--- config.mk ---
export PLATFORM = sky130hd
export DESIGN_NAME = piso_tx_flat
export DESIGN_NICKNAME = d
export VERILOG_FILES = /design/src/rtl/piso_tx_if.sv /design/src/rtl/piso_tx.sv /design/src/flat_wrapper.sv
export SDC_FILE = /design/constraint.sdc
export NUM_CORES = 1
export LEC_CHECK = 0
export BUFFER_PORTS_ARGS = -buffer_cell sky130_fd_sc_hd__buf_4
export CAP_MARGIN = 20
export CORE_MARGIN = 5
export CORE_UTILIZATION = 30
export CTS_CLUSTER_SIZE = 30
export DETAILED_ROUTE_END_ITERATION = 12
export SYNTH_ARGS = -nofsm -noshare
export SYNTH_HDL_FRONTEND = slang
export SYNTH_SLANG_ARGS = --single-unit
--- constraint.sdc ---
create_clock -name clk -period 1.6 [get_ports clk]
set_input_delay 0.16 -clock clk [delete_from_list [all_inputs] [get_ports clk]]
set_output_delay 0.16 -clock clk [all_outputs]
set_load 0.005 [all_outputs]
--- src/rtl/piso_tx_if.sv ---
// Parallel-load / serial-out handshake bundle for piso_tx.
// master = parallel data source side, slave = the transmitter.
interface piso_tx_if #(
  parameter int WIDTH = 4
);
  logic             load;
  logic [WIDTH-1:0] in;
  logic             ready;
  logic             sout;
  logic             sout_valid;
  logic             done;

  modport master (
    output load, in,
    input  ready, sout, sout_valid, done
  );

  modport slave (
    input  load, in,
    output ready, sout, sout_valid, done
  );
endinterface

--- src/rtl/piso_tx.sv ---
// Parallel-in serial-out transmitter, MSB first, one bit per clk, registered outputs.
// Optional even-parity trailer bit when PISO_PARITY_EN is defined.
module piso_tx #(
  parameter int WIDTH = 4
) (
  input logic     clk,
  input logic     rst,
  piso_tx_if.slave bus
);

`ifdef PISO_PARITY_EN
  localparam int L = WIDTH + 1;
`else
  localparam int L = WIDTH;
`endif
  localparam int CW = $clog2(WIDTH + 2);
  localparam logic [CW-1:0] C_LAST = CW'(L - 1);
  localparam logic [CW-1:0] C_PEN  = CW'(L - 2);

  typedef enum logic {
    IDLE  = 1'b0,
    SHIFT = 1'b1
  } state_t;

  state_t           r_state;
  logic [WIDTH-1:0] r_shift;
  logic [CW-1:0]    r_cnt;
  logic             r_ready;
  logic             r_sout;
  logic             r_sout_valid;
  logic             r_done;
  logic             w_next_bit;

`ifdef PISO_PARITY_EN
  localparam logic [CW-1:0] C_PAR_SEL = CW'(WIDTH - 1);
  logic r_par;

  always_ff @(posedge clk) begin
    if (rst)
      r_par <= 1'b0;
    else if (r_state == IDLE && bus.load)
      r_par <= ^bus.in;
  end

  // Once the LSB has been sent, the parity bit follows instead of shifted-in zeros.
  assign w_next_bit = (r_cnt == C_PAR_SEL) ? r_par : r_shift[WIDTH-2];
`else
  assign w_next_bit = r_shift[WIDTH-2];
`endif

  always_ff @(posedge clk) begin
    if (rst) begin
      r_state      <= IDLE;
      r_shift      <= '0;
      r_cnt        <= '0;
      r_ready      <= 1'b1;
      r_sout       <= 1'b0;
      r_sout_valid <= 1'b0;
      r_done       <= 1'b0;
    end else begin
      case (r_state)
        IDLE: begin
          if (bus.load) begin
            r_state      <= SHIFT;
            r_shift      <= bus.in;
            r_cnt        <= '0;
            r_ready      <= 1'b0;
            r_sout       <= bus.in[WIDTH-1];
            r_sout_valid <= 1'b1;
            r_done       <= 1'b0;
          end
        end
        SHIFT: begin
          // Counter ends the frame parked at L and holds there until the next accept.
          r_cnt <= r_cnt + CW'(1);
          if (r_cnt == C_LAST) begin
            r_state      <= IDLE;
            r_ready      <= 1'b1;
            r_sout       <= 1'b0;
            r_sout_valid <= 1'b0;
            r_done       <= 1'b0;
          end else begin
            r_shift <= {r_shift[WIDTH-2:0], 1'b0};
            r_sout  <= w_next_bit;
            r_done  <= (r_cnt == C_PEN);
          end
        end
        default: r_state <= IDLE;
      endcase
    end
  end

  assign bus.ready      = r_ready;
  assign bus.sout       = r_sout;
  assign bus.sout_valid = r_sout_valid;
  assign bus.done       = r_done;

endmodule

--- src/flat_wrapper.sv ---
// flat-port wrapper written by rule: the top's interface ports become plain ports
module piso_tx_flat 
#(
  parameter int WIDTH = 4
)
  (clk, rst, bus_load, bus_in, bus_ready, bus_sout, bus_sout_valid, bus_done);
  piso_tx_if #(.WIDTH(WIDTH)) bus_i ();
  input logic clk;
  input logic rst;
  input wire logic [$bits(bus_i.load)-1:0] bus_load;
  input wire logic [$bits(bus_i.in)-1:0] bus_in;
  output wire logic [$bits(bus_i.ready)-1:0] bus_ready;
  output wire logic [$bits(bus_i.sout)-1:0] bus_sout;
  output wire logic [$bits(bus_i.sout_valid)-1:0] bus_sout_valid;
  output wire logic [$bits(bus_i.done)-1:0] bus_done;
  assign bus_i.load = bus_load;
  assign bus_i.in = bus_in;
  assign bus_ready = bus_i.ready;
  assign bus_sout = bus_i.sout;
  assign bus_sout_valid = bus_i.sout_valid;
  assign bus_done = bus_i.done;
  piso_tx #(.WIDTH(WIDTH)) u_core (.clk(clk), .rst(rst), .bus(bus_i));
endmodule
* After elaboration in Yosys (flattened, before gate mapping)
Cells that the tools add are included.
** Operators by class
- Bitwise logic cells :: 1
- Add/subtract/negate cells :: 1
- Eq/ne operators :: 5
- Mux-type cells :: 19
- Reductions and logical operators :: 2
** Operator list (number)
- one-hot mux 3 bit (2 select lines) :: 2
- one-hot mux 1 bit (2 select lines) :: 5
- two-way mux 1 bit :: 9
- two-way mux 3 bit :: 3
- equality test 3 x 2 -> 1 bit (second input constant) :: 2
- inequality test 2 bit (second input constant) :: 3
- AND reduction 2 bit :: 2
- adder 3 x 1 -> 3 bit (second input constant) :: 1
- NOT 1 bit :: 1
** Word-level totals
- Input bits :: 7
- Output and inout port bits :: 4
- Word-level logic and storage cells :: 35
- Register bits :: 11

* Logic depth before layout (Yosys ltp)
- Depth in word-level cells :: 3
- Gate-level depth with buffers :: 5
- Depth with buffers taken out :: 5

* Worst setup path after synthesis
OpenSTA, ideal clock, no wires.
- Path type :: reg2reg
- Start :: reg u_core.r_cnt[0]
- End :: reg u_core.r_shift[2]
- Clock period less this slack :: 1.331 ns
- Required time :: 1.470 ns
- Arrival :: 1.201 ns
- Stages on the path, launching flop included :: 6
- Slack :: 0.269 ns
- Setup time :: 0.130 ns
- Buffers on the path :: 0
- Path through :: dfxtp_1 > ha_1 > ha_1 > nand2b_1 > a221oi_1 > nor3_2
** Between the ends
- Longest elaborated chain between the ends :: 3
** Ends and longest elaborated chain
- start: declaration :: RTL line piso_tx.sv:27 : logic [CW-1:0] r_cnt;
- start signal: assignment :: RTL line piso_tx.sv:75 : r_cnt <= r_cnt + CW'(1);
- equality test 3 x 2 -> 1 bit :: RTL line piso_tx.sv:76 : if (r_cnt == C_LAST) begin
- inequality test 2 bit (no source line)
- AND reduction 2 bit (no source line)
- end signal: assignment :: RTL line piso_tx.sv:65 : r_shift <= bus.in;
- end signal: assignment :: RTL line piso_tx.sv:83 : r_shift <= {r_shift[WIDTH-2:0], 1'b0};
- end: declaration :: RTL line piso_tx.sv:26 : logic [WIDTH-1:0] r_shift;
No other way between the ends.
A chain may end at the register's enable or synchronous reset.

* Worst setup path in the final report
- Start :: reg u_core.r_cnt[0]
- End :: reg u_core.r_shift[1]
Same word-level chain as after synthesis.

==> flow_metrics.py <==
metrics = {
    "run_status": {
        "status": "finished, final reports clean",
    },
    "cells_and_area": {
        "final_cell_mix": "buf_4, dfxtp_1, a21oi_1, nor2_1",
        "final_nets": 84,
        "final_cells": 99,
        "area_growth_pct": 17.0,
        "diodes": 0,
        "design_area_um2": 698,
        "drive_gt1_share_pct": 29.2,
        "utilization_pct": 36.3,
    },
    "logic_synthesis": {
        "synth_cell_types": 23,
        "synth_nets": 72,
        "synthAdderAreaFrac_pct": 8.39,
        "syn_area_per_cell_um2": 9.78,
        "synth_top_family_by_area": "simple AND/OR/NAND/NOR gates",
        "synthCells": 61,
        "synth_compound_area_share_pct": 14.7,
        "synth_top_area_share_pct": 36.9,
        "synthTopCellsByArea": "dfxtp_1, ha_1, nor3_2, a21oi_1, nor3b_2",
        "synth_xor_xnor_area_share_pct": 0,
        "synth-seq-cells": 11,
        "netlist_area_um2": 597,
        "seq_area_frac_synth_pct": 36.9,
        "synth_top_area_cell": "dfxtp_1",
        "yosys.area_share.simple_pct": 27.9,
        "synthMuxAreaShare_pct": 3.35,
        "yosysWarnings": 0,
    },
    "placed_design": {
        "placed_cell_area_um2": 672,
        "port_buffers": 10,
        "post-dp-hpwl_um": 768,
        "place.gp.congestion": 0.719,
        "dp.cells": 95,
    },
    "floorplanning": {
        "die_x_um": 54.6,
        "start_util_pct": 31.1,
        "io_pins": 11,
        "fp.dieH_um": 54.6,
        "coreArea_um2": 1920,
        "dieArea_um2": 2980,
        "rows": 16,
    },
    "clock_tree": {
        "cts_buffers": 3,
        "clockBufferDepth": 2,
        "cts_htree_levels": 1,
        "post_cts_buffers": 0,
        "cts_sinks": 11,
        "hold_buffers": 0,
        "post_cts_resized": 0,
        "cts_tree": "built",
        "path_clk_slew_ps": 70,
        "root_buffer": "clkbuf_4",
        "worstSkewPairLatency_ps": 270,
    },
    "global_route": {
        "grt_max_degree": 13,
        "overflow": 0,
        "grt.total_usage_pct": 9.15,
        "grt_pass1_vias": 442,
        "grt_pass1_wl_um": 1910,
        "antenna_found_initial": 0,
    },
    "setup_path": {
        "crit_path_end_kind": "register",
        "worstPathRequired_ps": 1760,
        "r2r_cells": 5,
        "regToRegEndpoint": "u_core.r_shift[1]",
        "setup.worst_path.start_class": "register",
        "r2r_setup_slack_ps": 160,
        "cp.arrival_ps": 1600,
        "rr_startpoint": "u_core.r_cnt[0]",
        "crit_fanout": 3,
        "setup.worst_path.class": "register to register",
    },
    "routing": {
        "first_iter_violations": 6,
        "antenna_left": 0,
        "avgRoutedWirePerCell_um": 10.9,
        "viasPerCell": 4.57,
        "wl_um": 1080,
        "routed-via-count": 452,
        "drc_errors": 0,
        "drt_pass1_iterations": 2,
    },
    "hold_path": {
        "hold_path_end": "u_core.bus.sout_valid",
        "hold_path_class": "input pin to register",
        "hp-start": "rst",
        "hold_depth": 2,
    },
    "pwr": {
        "power.density_nw_per_um2": 857,
        "p_leak_nw": 0.293,
        "ir_drop_uv": 323,
    },
    "sta": {
        "finalSetupTns_ps": 0,
        "hold_violations": 0,
        "maxSlewViolCount": 0,
        "grt_setup_unrepaired": "false",
        "setup_viol": 0,
        "finClkSkew_ps": 0.596,
        "max_slew_margin_pct": 79.5,
        "min_period_ps": 1440,
        "whs_ps": 157,
        "worstMarginPinSlew_ps": 306,
        "post-route-period-util_pct": 90.1,
        "fmax_mhz": 693,
    },
    "run": {
        "cap_violations": 0,
    },
}
==> state kept, by name, indices dropped and copies added (netlist names) <==
signal,flops
u_core.bus.done,1
u_core.bus.ready,1
u_core.bus.sout,1
u_core.bus.sout_valid,1
u_core.r_cnt,3
u_core.r_shift,3
u_core.r_state,1
==> area by class of cell <==
class / count / area (um^2)
Fill cell: 219 / 1220
Multi-Input combinational cell: 43 / 324
Sequential cell: 11 / 220
Timing Repair Buffer: 11 / 82.6
Tap cell: 27 / 33.8
Clock buffer: 4 / 26.3
Inverter: 3 / 11.3
==> logic make-up after synthesis <==
group                      after synthesis
adders and majority gates                4
muxes                                    2
AOI/OAI and AO/OA                       13
DFF                                     11
and+or+nand+nor                         24
buffers and inverters                    7
==> cells in the mapped netlist <==
cell and count:
dfxtp_1 11, a21oi_1 6, nor2_1 6, ha_1 4, nor3_2 4, inv_1 3
nand2b_1 3, a221oi_1 2, and2b_1 2, buf_6 2, mux2i_1 2, nor2b_1 2
nor3b_1 2, nor3b_2 2, o21bai_1 2, buf_8 1, clkbuf_1 1, nand2_1 1
nand2b_2 1, nand3_1 1, o21a_1 1, o22a_1 1, o31a_1 1
==> metal layers <==
layer,part of all wire (%),wire length (um),track usage (%),up-vias
li1,-,-,-,233
met1,50,539,13.0,207
met2,44,473,12.2,8
met3,3.4,37,1.63,4
met4,3.1,34,6.22,0
met5,0,0,0,-
==> stage by stage <==
| stage | power (mW) | setup slack, ps |
|---|---|---|
| 6_report | 0.599 | 158 |
| 5_1_grt | 0.631 | 84.3 |
| 4_1_cts | 0.607 | 162 |
| 3_5_place_dp | 0.416 | 180 |
| 3_3_place_gp | 0.415 | 188 |
| 2_1_floorplan | 0.390 | 269 |
==> where the power goes <==
group | internal (mW) | switching (mW)
combinational | 0.0528 | 0.0465
clock | 0.0965 | 0.0942
sequential | 0.292 | 0.0164
total | 0.441 | 0.157
==> critical path: stages (launching register included) <==
cell	delay, ps
dfxtp_1	320
ha_1	220
ha_1	230
nand2b_1	180
a221oi_1	320
nor3_2	60
==> worst max-delay path by stage <==
stage / start / endpoint / slack, ps / cells after the start
detailed placement: u_core.r_cnt[0] / u_core.r_shift[1] / 180 / 5
global placement: u_core.r_cnt[0] / u_core.r_shift[1] / 190 / 5
CTS: u_core.r_cnt[0] / u_core.r_shift[1] / 160 / 5
finish: u_core.r_cnt[0] / u_core.r_shift[1] / 160 / 5
global route: u_core.r_cnt[0] / u_core.r_shift[2] / 80 / 5
floorplan: u_core.r_cnt[0] / u_core.r_shift[2] / 270 / 5
(Power assumes the default switching activity.)
